$ cat src/rtl/voice_allocator_if.sv
// Event/voice bus between the MIDI decoder, the voice allocator and the voice bank.
//
// master : event source and voice-bank side (drives events, observes voices)
// slave  : voice_allocator side
//
// Signals:
//   event_valid/event_ready     handshake for one note event
//   event_on/note/velocity      event payload (velocity ignored for note-off)
//   all_notes_off               level request to release every voice
//   voice_active/note/velocity  per-voice state, voice i packed at i*WIDTH
//   voice_trigger/release       one-cycle envelope pulses per voice
//   steal                       one-cycle pulse when an active voice was overwritten
interface voice_allocator_if #(
    parameter int unsigned VOICE_COUNT    = 8,
    parameter int unsigned NOTE_WIDTH     = 7,
    parameter int unsigned VELOCITY_WIDTH = 7
);
    logic                                  event_valid;
    logic                                  event_ready;
    logic                                  event_on;
    logic [NOTE_WIDTH-1:0]                 event_note;
    logic [VELOCITY_WIDTH-1:0]             event_velocity;
    logic                                  all_notes_off;
    logic [VOICE_COUNT-1:0]                voice_active;
    logic [VOICE_COUNT*NOTE_WIDTH-1:0]     voice_note;
    logic [VOICE_COUNT*VELOCITY_WIDTH-1:0] voice_velocity;
    logic [VOICE_COUNT-1:0]                voice_trigger;
    logic [VOICE_COUNT-1:0]                voice_release;
    logic                                  steal;

    modport master (
        output event_valid,
        output event_on,
        output event_note,
        output event_velocity,
        output all_notes_off,
        input  event_ready,
        input  voice_active,
        input  voice_note,
        input  voice_velocity,
        input  voice_trigger,
        input  voice_release,
        input  steal
    );

    modport slave (
        input  event_valid,
        input  event_on,
        input  event_note,
        input  event_velocity,
        input  all_notes_off,
        output event_ready,
        output voice_active,
        output voice_note,
        output voice_velocity,
        output voice_trigger,
        output voice_release,
        output steal
    );
endinterface

$ cat src/rtl/voice_allocator.sv
// Polyphony scheduler: assigns note-on/note-off events to a bank of VOICE_COUNT voices,
// reusing a voice already playing the note, else the lowest free voice, else stealing the
// least recently assigned voice.
//
// Ports:
//   clock_50_000_000  system clock, rising edge
//   reset_l           asynchronous active-low reset
//   bus_io            voice_allocator_if.slave: event handshake, all_notes_off, voice outputs
//
// Each accepted event is processed in IDLE -> SCAN (one voice per cycle) -> APPLY, so
// results appear VOICE_COUNT+1 edges after acceptance. all_notes_off overrides everything.
module voice_allocator #(
    parameter int unsigned VOICE_COUNT    = 8,
    parameter int unsigned NOTE_WIDTH     = 7,
    parameter int unsigned VELOCITY_WIDTH = 7
) (
    input  logic             clock_50_000_000,
    input  logic             reset_l,
    voice_allocator_if.slave bus_io
);

    localparam int unsigned IdxW = (VOICE_COUNT > 1) ? $clog2(VOICE_COUNT) : 1;

    typedef logic [IdxW-1:0]           idx_t;
    typedef logic [NOTE_WIDTH-1:0]     note_t;
    typedef logic [VELOCITY_WIDTH-1:0] vel_t;

    localparam idx_t LastIdx = idx_t'(VOICE_COUNT - 1);

    typedef enum logic [1:0] {
        StIdle,
        StScan,
        StApply
    } state_e;

    state_e state_q, state_d;
    idx_t   idx_q, idx_d;

    // Latched event
    logic   ev_on_q, ev_on_d;
    note_t  ev_note_q, ev_note_d;
    vel_t   ev_vel_q, ev_vel_d;

    // Scan results
    logic   match_vld_q, match_vld_d;
    idx_t   match_idx_q, match_idx_d;
    logic   free_vld_q, free_vld_d;
    idx_t   free_idx_q, free_idx_d;
    idx_t   oldest_idx_q, oldest_idx_d;

    // Voice bank state
    logic [VOICE_COUNT-1:0] active_q, active_d;
    logic [VOICE_COUNT-1:0] trigger_q, trigger_d;
    logic [VOICE_COUNT-1:0] release_q, release_d;
    logic                   steal_q, steal_d;
    note_t                  note_q [VOICE_COUNT];
    note_t                  note_d [VOICE_COUNT];
    vel_t                   vel_q  [VOICE_COUNT];
    vel_t                   vel_d  [VOICE_COUNT];
    // Age rank: 0 = most recently assigned, VOICE_COUNT-1 = oldest; always a permutation
    idx_t                   age_q  [VOICE_COUNT];
    idx_t                   age_d  [VOICE_COUNT];

    logic ready;
    logic accept;
    idx_t apply_tgt;

    logic [VOICE_COUNT*NOTE_WIDTH-1:0]     note_flat;
    logic [VOICE_COUNT*VELOCITY_WIDTH-1:0] vel_flat;

    assign ready  = (state_q == StIdle) && !bus_io.all_notes_off;
    assign accept = ready && bus_io.event_valid;

    always_comb begin
        state_d      = state_q;
        idx_d        = idx_q;
        ev_on_d      = ev_on_q;
        ev_note_d    = ev_note_q;
        ev_vel_d     = ev_vel_q;
        match_vld_d  = match_vld_q;
        match_idx_d  = match_idx_q;
        free_vld_d   = free_vld_q;
        free_idx_d   = free_idx_q;
        oldest_idx_d = oldest_idx_q;
        active_d     = active_q;
        trigger_d    = '0;
        release_d    = '0;
        steal_d      = 1'b0;
        note_d       = note_q;
        vel_d        = vel_q;
        age_d        = age_q;
        apply_tgt    = '0;

        if (bus_io.all_notes_off) begin
            // Release pulses only for voices still active, so a held level pulses once.
            state_d   = StIdle;
            release_d = active_q;
            active_d  = '0;
        end else begin
            unique case (state_q)
                StIdle: begin
                    if (accept) begin
                        state_d     = StScan;
                        idx_d       = '0;
                        // Velocity-0 note-on is a note-off by MIDI convention.
                        ev_on_d     = bus_io.event_on && (bus_io.event_velocity != '0);
                        ev_note_d   = bus_io.event_note;
                        ev_vel_d    = bus_io.event_velocity;
                        match_vld_d = 1'b0;
                        free_vld_d  = 1'b0;
                    end
                end

                StScan: begin
                    if (!match_vld_q && active_q[idx_q] && (note_q[idx_q] == ev_note_q)) begin
                        match_vld_d = 1'b1;
                        match_idx_d = idx_q;
                    end
                    if (!free_vld_q && !active_q[idx_q]) begin
                        free_vld_d = 1'b1;
                        free_idx_d = idx_q;
                    end
                    if (age_q[idx_q] == LastIdx) begin
                        oldest_idx_d = idx_q;
                    end
                    if (idx_q == LastIdx) begin
                        state_d = StApply;
                    end else begin
                        idx_d = idx_q + idx_t'(1);
                    end
                end

                StApply: begin
                    state_d = StIdle;
                    if (ev_on_q) begin
                        if (match_vld_q) begin
                            apply_tgt = match_idx_q;
                        end else if (free_vld_q) begin
                            apply_tgt = free_idx_q;
                        end else begin
                            apply_tgt = oldest_idx_q;
                            steal_d   = 1'b1;
                        end
                        active_d[apply_tgt]  = 1'b1;
                        note_d[apply_tgt]    = ev_note_q;
                        vel_d[apply_tgt]     = ev_vel_q;
                        trigger_d[apply_tgt] = 1'b1;
                        // Move the target to the youngest rank, shifting younger voices back.
                        for (int unsigned j = 0; j < VOICE_COUNT; j++) begin
                            if (age_q[j] < age_q[apply_tgt]) begin
                                age_d[j] = age_q[j] + idx_t'(1);
                            end
                        end
                        age_d[apply_tgt] = '0;
                    end else if (match_vld_q) begin
                        active_d[match_idx_q]  = 1'b0;
                        release_d[match_idx_q] = 1'b1;
                    end
                end

                default: state_d = StIdle;
            endcase
        end
    end

    always_ff @(posedge clock_50_000_000 or negedge reset_l) begin
        if (!reset_l) begin
            state_q      <= StIdle;
            idx_q        <= '0;
            ev_on_q      <= 1'b0;
            ev_note_q    <= '0;
            ev_vel_q     <= '0;
            match_vld_q  <= 1'b0;
            match_idx_q  <= '0;
            free_vld_q   <= 1'b0;
            free_idx_q   <= '0;
            oldest_idx_q <= '0;
            active_q     <= '0;
            trigger_q    <= '0;
            release_q    <= '0;
            steal_q      <= 1'b0;
            for (int unsigned i = 0; i < VOICE_COUNT; i++) begin
                note_q[i] <= '0;
                vel_q[i]  <= '0;
                age_q[i]  <= idx_t'(i);
            end
        end else begin
            state_q      <= state_d;
            idx_q        <= idx_d;
            ev_on_q      <= ev_on_d;
            ev_note_q    <= ev_note_d;
            ev_vel_q     <= ev_vel_d;
            match_vld_q  <= match_vld_d;
            match_idx_q  <= match_idx_d;
            free_vld_q   <= free_vld_d;
            free_idx_q   <= free_idx_d;
            oldest_idx_q <= oldest_idx_d;
            active_q     <= active_d;
            trigger_q    <= trigger_d;
            release_q    <= release_d;
            steal_q      <= steal_d;
            for (int unsigned i = 0; i < VOICE_COUNT; i++) begin
                note_q[i] <= note_d[i];
                vel_q[i]  <= vel_d[i];
                age_q[i]  <= age_d[i];
            end
        end
    end

    always_comb begin
        note_flat = '0;
        vel_flat  = '0;
        for (int unsigned i = 0; i < VOICE_COUNT; i++) begin
            note_flat[i*NOTE_WIDTH +: NOTE_WIDTH]         = note_q[i];
            vel_flat[i*VELOCITY_WIDTH +: VELOCITY_WIDTH]  = vel_q[i];
        end
    end

    assign bus_io.event_ready    = ready;
    assign bus_io.voice_active   = active_q;
    assign bus_io.voice_note     = note_flat;
    assign bus_io.voice_velocity = vel_flat;
    assign bus_io.voice_trigger  = trigger_q;
    assign bus_io.voice_release  = release_q;
    assign bus_io.steal          = steal_q;

endmodule

$ cat src/flat_wrapper.sv
// flat-port wrapper written by rule: the top's interface ports become plain ports
module voice_allocator_flat 
#(
    parameter int unsigned VOICE_COUNT    = 8,
    parameter int unsigned NOTE_WIDTH     = 7,
    parameter int unsigned VELOCITY_WIDTH = 7
)
  (clock_50_000_000, reset_l, bus_io_event_valid, bus_io_event_on, bus_io_event_note, bus_io_event_velocity, bus_io_all_notes_off, bus_io_event_ready, bus_io_voice_active, bus_io_voice_note, bus_io_voice_velocity, bus_io_voice_trigger, bus_io_voice_release, bus_io_steal);
  voice_allocator_if #(.VOICE_COUNT(VOICE_COUNT), .NOTE_WIDTH(NOTE_WIDTH), .VELOCITY_WIDTH(VELOCITY_WIDTH)) bus_io_i ();
  input  logic clock_50_000_000;
  input  logic reset_l;
  input wire logic [$bits(bus_io_i.event_valid)-1:0] bus_io_event_valid;
  input wire logic [$bits(bus_io_i.event_on)-1:0] bus_io_event_on;
  input wire logic [$bits(bus_io_i.event_note)-1:0] bus_io_event_note;
  input wire logic [$bits(bus_io_i.event_velocity)-1:0] bus_io_event_velocity;
  input wire logic [$bits(bus_io_i.all_notes_off)-1:0] bus_io_all_notes_off;
  output wire logic [$bits(bus_io_i.event_ready)-1:0] bus_io_event_ready;
  output wire logic [$bits(bus_io_i.voice_active)-1:0] bus_io_voice_active;
  output wire logic [$bits(bus_io_i.voice_note)-1:0] bus_io_voice_note;
  output wire logic [$bits(bus_io_i.voice_velocity)-1:0] bus_io_voice_velocity;
  output wire logic [$bits(bus_io_i.voice_trigger)-1:0] bus_io_voice_trigger;
  output wire logic [$bits(bus_io_i.voice_release)-1:0] bus_io_voice_release;
  output wire logic [$bits(bus_io_i.steal)-1:0] bus_io_steal;
  assign bus_io_i.event_valid = bus_io_event_valid;
  assign bus_io_i.event_on = bus_io_event_on;
  assign bus_io_i.event_note = bus_io_event_note;
  assign bus_io_i.event_velocity = bus_io_event_velocity;
  assign bus_io_i.all_notes_off = bus_io_all_notes_off;
  assign bus_io_event_ready = bus_io_i.event_ready;
  assign bus_io_voice_active = bus_io_i.voice_active;
  assign bus_io_voice_note = bus_io_i.voice_note;
  assign bus_io_voice_velocity = bus_io_i.voice_velocity;
  assign bus_io_voice_trigger = bus_io_i.voice_trigger;
  assign bus_io_voice_release = bus_io_i.voice_release;
  assign bus_io_steal = bus_io_i.steal;
  voice_allocator #(.VOICE_COUNT(VOICE_COUNT), .NOTE_WIDTH(NOTE_WIDTH), .VELOCITY_WIDTH(VELOCITY_WIDTH)) u_core (.clock_50_000_000(clock_50_000_000), .reset_l(reset_l), .bus_io(bus_io_i));
endmodule
$ cat config.mk
export PLATFORM = sky130hd
export DESIGN_NAME = voice_allocator_flat
export DESIGN_NICKNAME = d
export VERILOG_FILES = /design/src/rtl/voice_allocator_if.sv /design/src/rtl/voice_allocator.sv /design/src/flat_wrapper.sv
export SDC_FILE = /design/constraint.sdc
export NUM_CORES = 1
export LEC_CHECK = 0
export CORE_UTILIZATION = 45
export CTS_BUF_LIST = sky130_fd_sc_hd__clkbuf_16
export DETAILED_ROUTE_END_ITERATION = 10
export PLACE_DENSITY = 0.72
export SYNTH_ARGS = -nofsm -noshare
export SYNTH_HDL_FRONTEND = slang
export SYNTH_SLANG_ARGS = --single-unit
$ cat constraint.sdc
create_clock -name clock_50_000_000 -period 3.65 [get_ports clock_50_000_000]
set_clock_uncertainty 0.15 [all_clocks]
set_input_delay 0.73 -clock clock_50_000_000 [delete_from_list [all_inputs] [get_ports clock_50_000_000]]
set_output_delay 0.73 -clock clock_50_000_000 [all_outputs]
set_load 0.02 [all_outputs]
# Word-level counts from Yosys, hierarchy flattened
# Index checks and enable logic that the tools add are counted.
[op_classes]
n_reduce_logical = 28
addsub = 9
n_lt_le_gt_ge = 16
mux = 86
eq_ne = 11
bitwise = 8
[ops]
columns = ["op", "n"]
rows = [
  ["$mux 3", 44],
  ["$bwmux 56", 2],
  ["$mux 8", 11],
  ["$add 3x1->3 const B", 9],
  ["$and 24x24->24", 1],
  ["$lt 3x3->1", 8],
  ["$not 24->24", 1],
  ["$bmux 7 s3", 1],
  ["$demux 7 s3", 1],
  ["$mux 7", 3],
  ["$bmux 3 s3", 2],
  ["$reduce_and 3->1", 5],
  ["$lt 3x4->1 const B", 3],
  ["$reduce_and 4->1", 3],
  ["$mux 1", 11],
  ["$demux 3 s3", 1],
  ["$logic_and 1x1->1", 9],
  ["$and 8x8->8", 1],
  ["$ge 4x4->1 const B", 2],
  ["$not 3->4", 2],
  ["$not 8->8", 1],
  ["$or 8x8->8", 1],
  ["$eq 7x7->1", 1],
  ["$reduce_bool 7->1", 1],
  ["20 further kinds", 34],
]
[totals]
elab_cells = 196
regBits = 192
out_inout_bits = 138
input_bits = 19

# Logic depth before layout (Yosys ltp)
[logic_depth]
word_depth = 15
mapped_depth = 14

# Least setup slack after synthesis
# No wires, ideal clock.
[synth_timing]
path_type = "register -> register"
from = "register u_core.free_vld_q"
to = "register u_core.age_q[4] (netlist name)"
period_less_slack_ps = 3546
t_arrival_ps = 3314
setup_time_ps = 81
path_stages_with_launch = 12
setup_slack_ps = 104
path_buffers = 2
path_cell_list = "dfrtp_1 -> buf_6 -> mux2_4 -> mux2i_4 -> clkbuf_1 -> nand3_1 -> o221ai_1 -> ha_1 -> and2_1 -> o41a_1 -> or4_1 -> o211ai_1"
[synth_between]
elab_chain_cells = 15
elab_cells_between_ends = 21
[synth_lines]
columns = ["element", "line_no", "rtl"]
rows = [
  ["start, declared", "voice_allocator.sv:47", "logic free_vld_q, free_vld_d;"],
  ["start signal, assigned", "voice_allocator.sv:195", "free_vld_q <= free_vld_d;"],
  ["$mux 3 (*)", "voice_allocator.sv:138", "end else if (free_vld_q) begin"],
  ["$mux 3 (*)", "voice_allocator.sv:136", "if (match_vld_q) begin"],
  ["$mux 3 (*)", "voice_allocator.sv:135", "if (ev_on_q) begin"],
  ["$mux 3 (*)", "voice_allocator.sv:100", "unique case (state_q)"],
  ["$mux 3 (*)", "voice_allocator.sv:94", "if (bus_io.all_notes_off) begin"],
  ["$not 3->4 (implied by the code) (*)", "voice_allocator.sv:150, voice_allocator.sv:154", ""],
  ["$bmux 3 s3", "voice_allocator.sv:150", "if (age_q[j] < age_q[apply_tgt]) begin"],
  ["$mux 3 (implied by the code) (2 in series)", "voice_allocator.sv:150", ""],
  ["$lt 3x3->1", "voice_allocator.sv:150", ""],
  ["$mux 3", "voice_allocator.sv:150", ""],
  ["$mux 3", "voice_allocator.sv:135", ""],
  ["$mux 3", "voice_allocator.sv:100", ""],
  ["$mux 3", "voice_allocator.sv:94", ""],
  ["$and 24x24->24 (no source line) (*)", "-", ""],
  ["end signal, assigned by index", "voice_allocator.sv:185", "age_q[i] <= idx_t'(i);"],
  ["end signal, assigned by index", "voice_allocator.sv:205", "age_q[i] <= age_d[i];"],
  ["end, declared", "voice_allocator.sv:61", "idx_t age_q [VOICE_COUNT];"],
]
# Every way passes the cells marked *; elsewhere a longest branch is shown, timed or not. The select of a mux whose other input is x is not followed.
# A chain may end at the register's enable or synchronous reset.

# Worst setup path in the final report
[layout_timing]
from = "register u_core.free_vld_q"
to = "register u_core.age_q[22] (netlist name)"
# The elaborated chain is that of the path after synthesis.

==> run summary <==
Post-synth top flop - dfrtp_1
Clock Sink Count - 192
chip width - 144 um
Data required, critical path - 3.85 ns
Post-DP HPWL - 15200 um
via count - 6433
final setup violation count - 0
Routed met2 length - 11000 um
critical-path cell list - mux2_4 -> mux2i_4 -> buf_4 -> mux2i_1 -> mux4_2 -> o41a_1 -> or4_1 -> o211ai_1
Peak VDD IR - 0.000329 V
number of global-route vias before repair - 6459
CTS tree - yes
Core ar. - 19600 sq um
Detailed Route Iter0 Violations - 259
Die ar. - 20700 sq um
DRC - 0
# rows - 51
post-synthesis sequential area ratio - 0.532
post-route setup slack - 0.173 ns
Synth Net Count - 749
Syn Area/Cell - 12.7 sq um
Layout Nets - 914
# diodes - 0
CP endpoint kind - flop
Leak - 5.40 nW
r2r setup slk - 0.17 ns
clock-pin slew on the worst setup and hold paths - 0.08 ns
WP buf/inv - 1
Startpoint Class - flop
Clk Tree Root Cell - clkbuf_16
synthesized flop and latch total - 192
slew of the pin with the lowest slew margin - 0.856 ns
crit-path max FO - 16
Skew-Pair Late Insertion Delay - 0.44 ns
slowest stage cell, crit path - mux4_2
Area Overhead vs Synth - 29.8%
Met3 Routed Length - 1400 um
FMAX - 288 MHz
grt total ovfl - 0
fin crit share - 0.953
Slew headroom - 0.430
number of synthesized flops with an enable pin - 0
layout cells sized above 1 - 0.283
Hold/Removal Path Class - primary input to asynchronous set/reset pin
Post-CTS Hold Buffers - 0
Vias/cell - 5.57
Worst path max stage delay - 0.66 ns
WL per Instance - 19.8 um
delay-heaviest family, CP - multiplexers
async set-reset flop share out of synthesis - 1.00
gr usage total - 0.229
initial antenna violation count - 0
Max H-tree Level - 4
final hold vios - 0
Longest Clk Path Bufs - 2
Period minus WS final - 3.48 ns
first-pass GRT wire length - 35600 um
Post-CTS Setup Bufs - 0
status - completed
RSZ-0062 raised after global routing - no
IO buf count - 156
Yosys warnings - 0
I/O pin count - 157
pin count of the biggest net entering global routing - 102
Crit Path Class - flop to flop
worst slack, placed - -0.0176 ns
design area - 11800 sq um
post-synthesis cell type count - 47
post-route ant nets - 0
Initial Utilization - 0.463
total wire length - 22800 um
Die Y - 144 um
Pwr Density - 458 nW/um^2
final slew viol count - 0
CTS buffer count - 17
Placed Area - 11100 sq um
gpl congestion - 0.886
critical path data arrival time - 3.68 ns
Syn Inst Count - 712
Post-Syn Area - 9060 sq um
met1 WL - 10100 um
top layer used by detailed routing - met4
Pre-Repair DR Iteration Count - 5
number of max-cap violations - 0
==> metal layers <==
metal | up-vias | GRT usage
met4 | 0 | 0.0655
met3 | 24 | 0.0690
met5 | - | 0
met2 | 154 | 0.363
met1 | 3279 | 0.303
li1 | 2976 | -
==> final timing paths <==
check,start,to,cells past startpoint
max,u_core.free_vld_q,u_core.age_q[22],8
min,reset_l,u_core.age_q[9],1
max reg2reg,u_core.free_vld_q,u_core.age_q[22],8
min reg2reg,u_core.age_q[11],u_core.age_q[11],2
max in group asynchronous,reset_l,u_core.bus_io.voice_velocity[37],2
min in group clock_50_000_000,u_core.age_q[11],u_core.age_q[11],2
==> where the power goes <==
group          switching (W)  internal (W)
Clock               0.000987       0.00102
Combinational       0.000545      0.000480
Sequential          0.000144       0.00220
Total                0.00168       0.00371
==> final cells by class <==
cell class / count / area [sq um]
clock inverters: 15 / 225
inverters: 10 / 37.5
clock buffers: 17 / 425
multi-input cells: 468 / 4070
well taps: 265 / 332
flip-flops and latches: 192 / 4820
fillers: 1581 / 7830
repair buffers: 188 / 1860
==> cells in the mapped netlist (2+ instances only) <==
cell type,instances,area (sq um)
and2_1,8,50.1
nor2b_1,4,25.0
buf_6,2,22.5
nor4_1,11,68.8
dfstp_2,12,315
a22o_1,4,35.0
mux4_2,17,383
o221a_2,8,90.1
o41a_1,8,90.1
o211ai_1,10,75.1
a21o_1,2,15.0
clkbuf_1,32,120
a311oi_1,2,17.5
o21a_1,2,15.0
xor2_1,7,61.3
nand3_1,13,65.1
ha_1,18,225
mux2i_1,32,320
buf_1,8,30.0
a32o_1,4,40.0
nor2_1,28,105
a211oi_1,6,45.0
a31oi_1,3,18.8
dfrtp_1,180,4500
nand2_1,60,225
o311ai_0,8,70.1
nor3_1,4,20.0
mux2_2,131,1480
or4_4,2,22.5
a21oi_1,8,40.0
or2_2,8,50.1
nand2b_1,9,56.3
o221ai_1,2,17.5
inv_1,10,37.5
o21ai_0,27,135
or4_1,6,45.0
nand4_1,6,37.5
==> metrics by stage <==
| step | power [W] | hold WS [ns] | instances | setup TNS (ns) | util |
|---|---|---|---|---|---|
| 2_1_floorplan | 0.00305 | 0.284 | 712 | 0 | - |
| 3_3_place_gp | 0.00335 | 0.326 | 1123 | 0 | 0.566 |
| 3_5_place_dp | 0.00338 | 0.342 | 1123 | -0.0605 | 0.566 |
| 4_1_cts | 0.00541 | 0.280 | 1155 | 0 | 0.600 |
| 5_1_grt | 0.00564 | 0.310 | 1155 | 0 | 0.600 |
| 6_report | 0.00538 | 0.250 | 1155 | 0 | 0.600 |
==> placed cells by master (no fill, tap or decap), drive strengths merged, types with 12 or more instances in the layout <==
cell type / instances
ha: 18
mux2i: 33
dfrtp: 180
dfstp: 12
nand2: 60
clkdlybuf4s50: 155
inv: 18
mux2: 132
nand3: 13
clkbuf: 18
nor2: 28
buf: 32
o21ai: 28
mux4: 17
==> state kept, by name, indices dropped and copies added (netlist names), 2 cells and up <==
name	count
u_core.bus_io.voice_note	56
u_core.bus_io.voice_velocity	56
u_core.age_q	24
u_core.bus_io.voice_active	8
u_core.bus_io.voice_release	8
u_core.bus_io.voice_trigger	8
u_core.ev_note_q	7
u_core.ev_vel_q	7
u_core.free_idx_q	3
u_core.idx_q	3
u_core.match_idx_q	3
u_core.oldest_idx_q	3
u_core.state_q	2
==> cells by family (layout without fill, tap and decap cells) <==
kind of cell | after synthesis | count (layout) | synth area share
and+or+nand+nor | 163 | 163 | 0.0881
muxes | 182 | 182 | 0.244
adders and majority gates | 18 | 18 | 0.0248
AOI/OAI and AO/OA | 98 | 98 | 0.0809
xor gates and xnor gates | 7 | 7 | 0.00676
DFF | 192 | 192 | 0.532
buffers and inverters | 52 | 230 | 0.0232
==> what timing repair did <==
action,4_1_cts,5_1_grt
gates resized for setup,1,3
setup endpoints to repair,11,16
pin swaps,0,0
cloned,0,0
No activity file was read; power rests on OpenSTA's default activity.
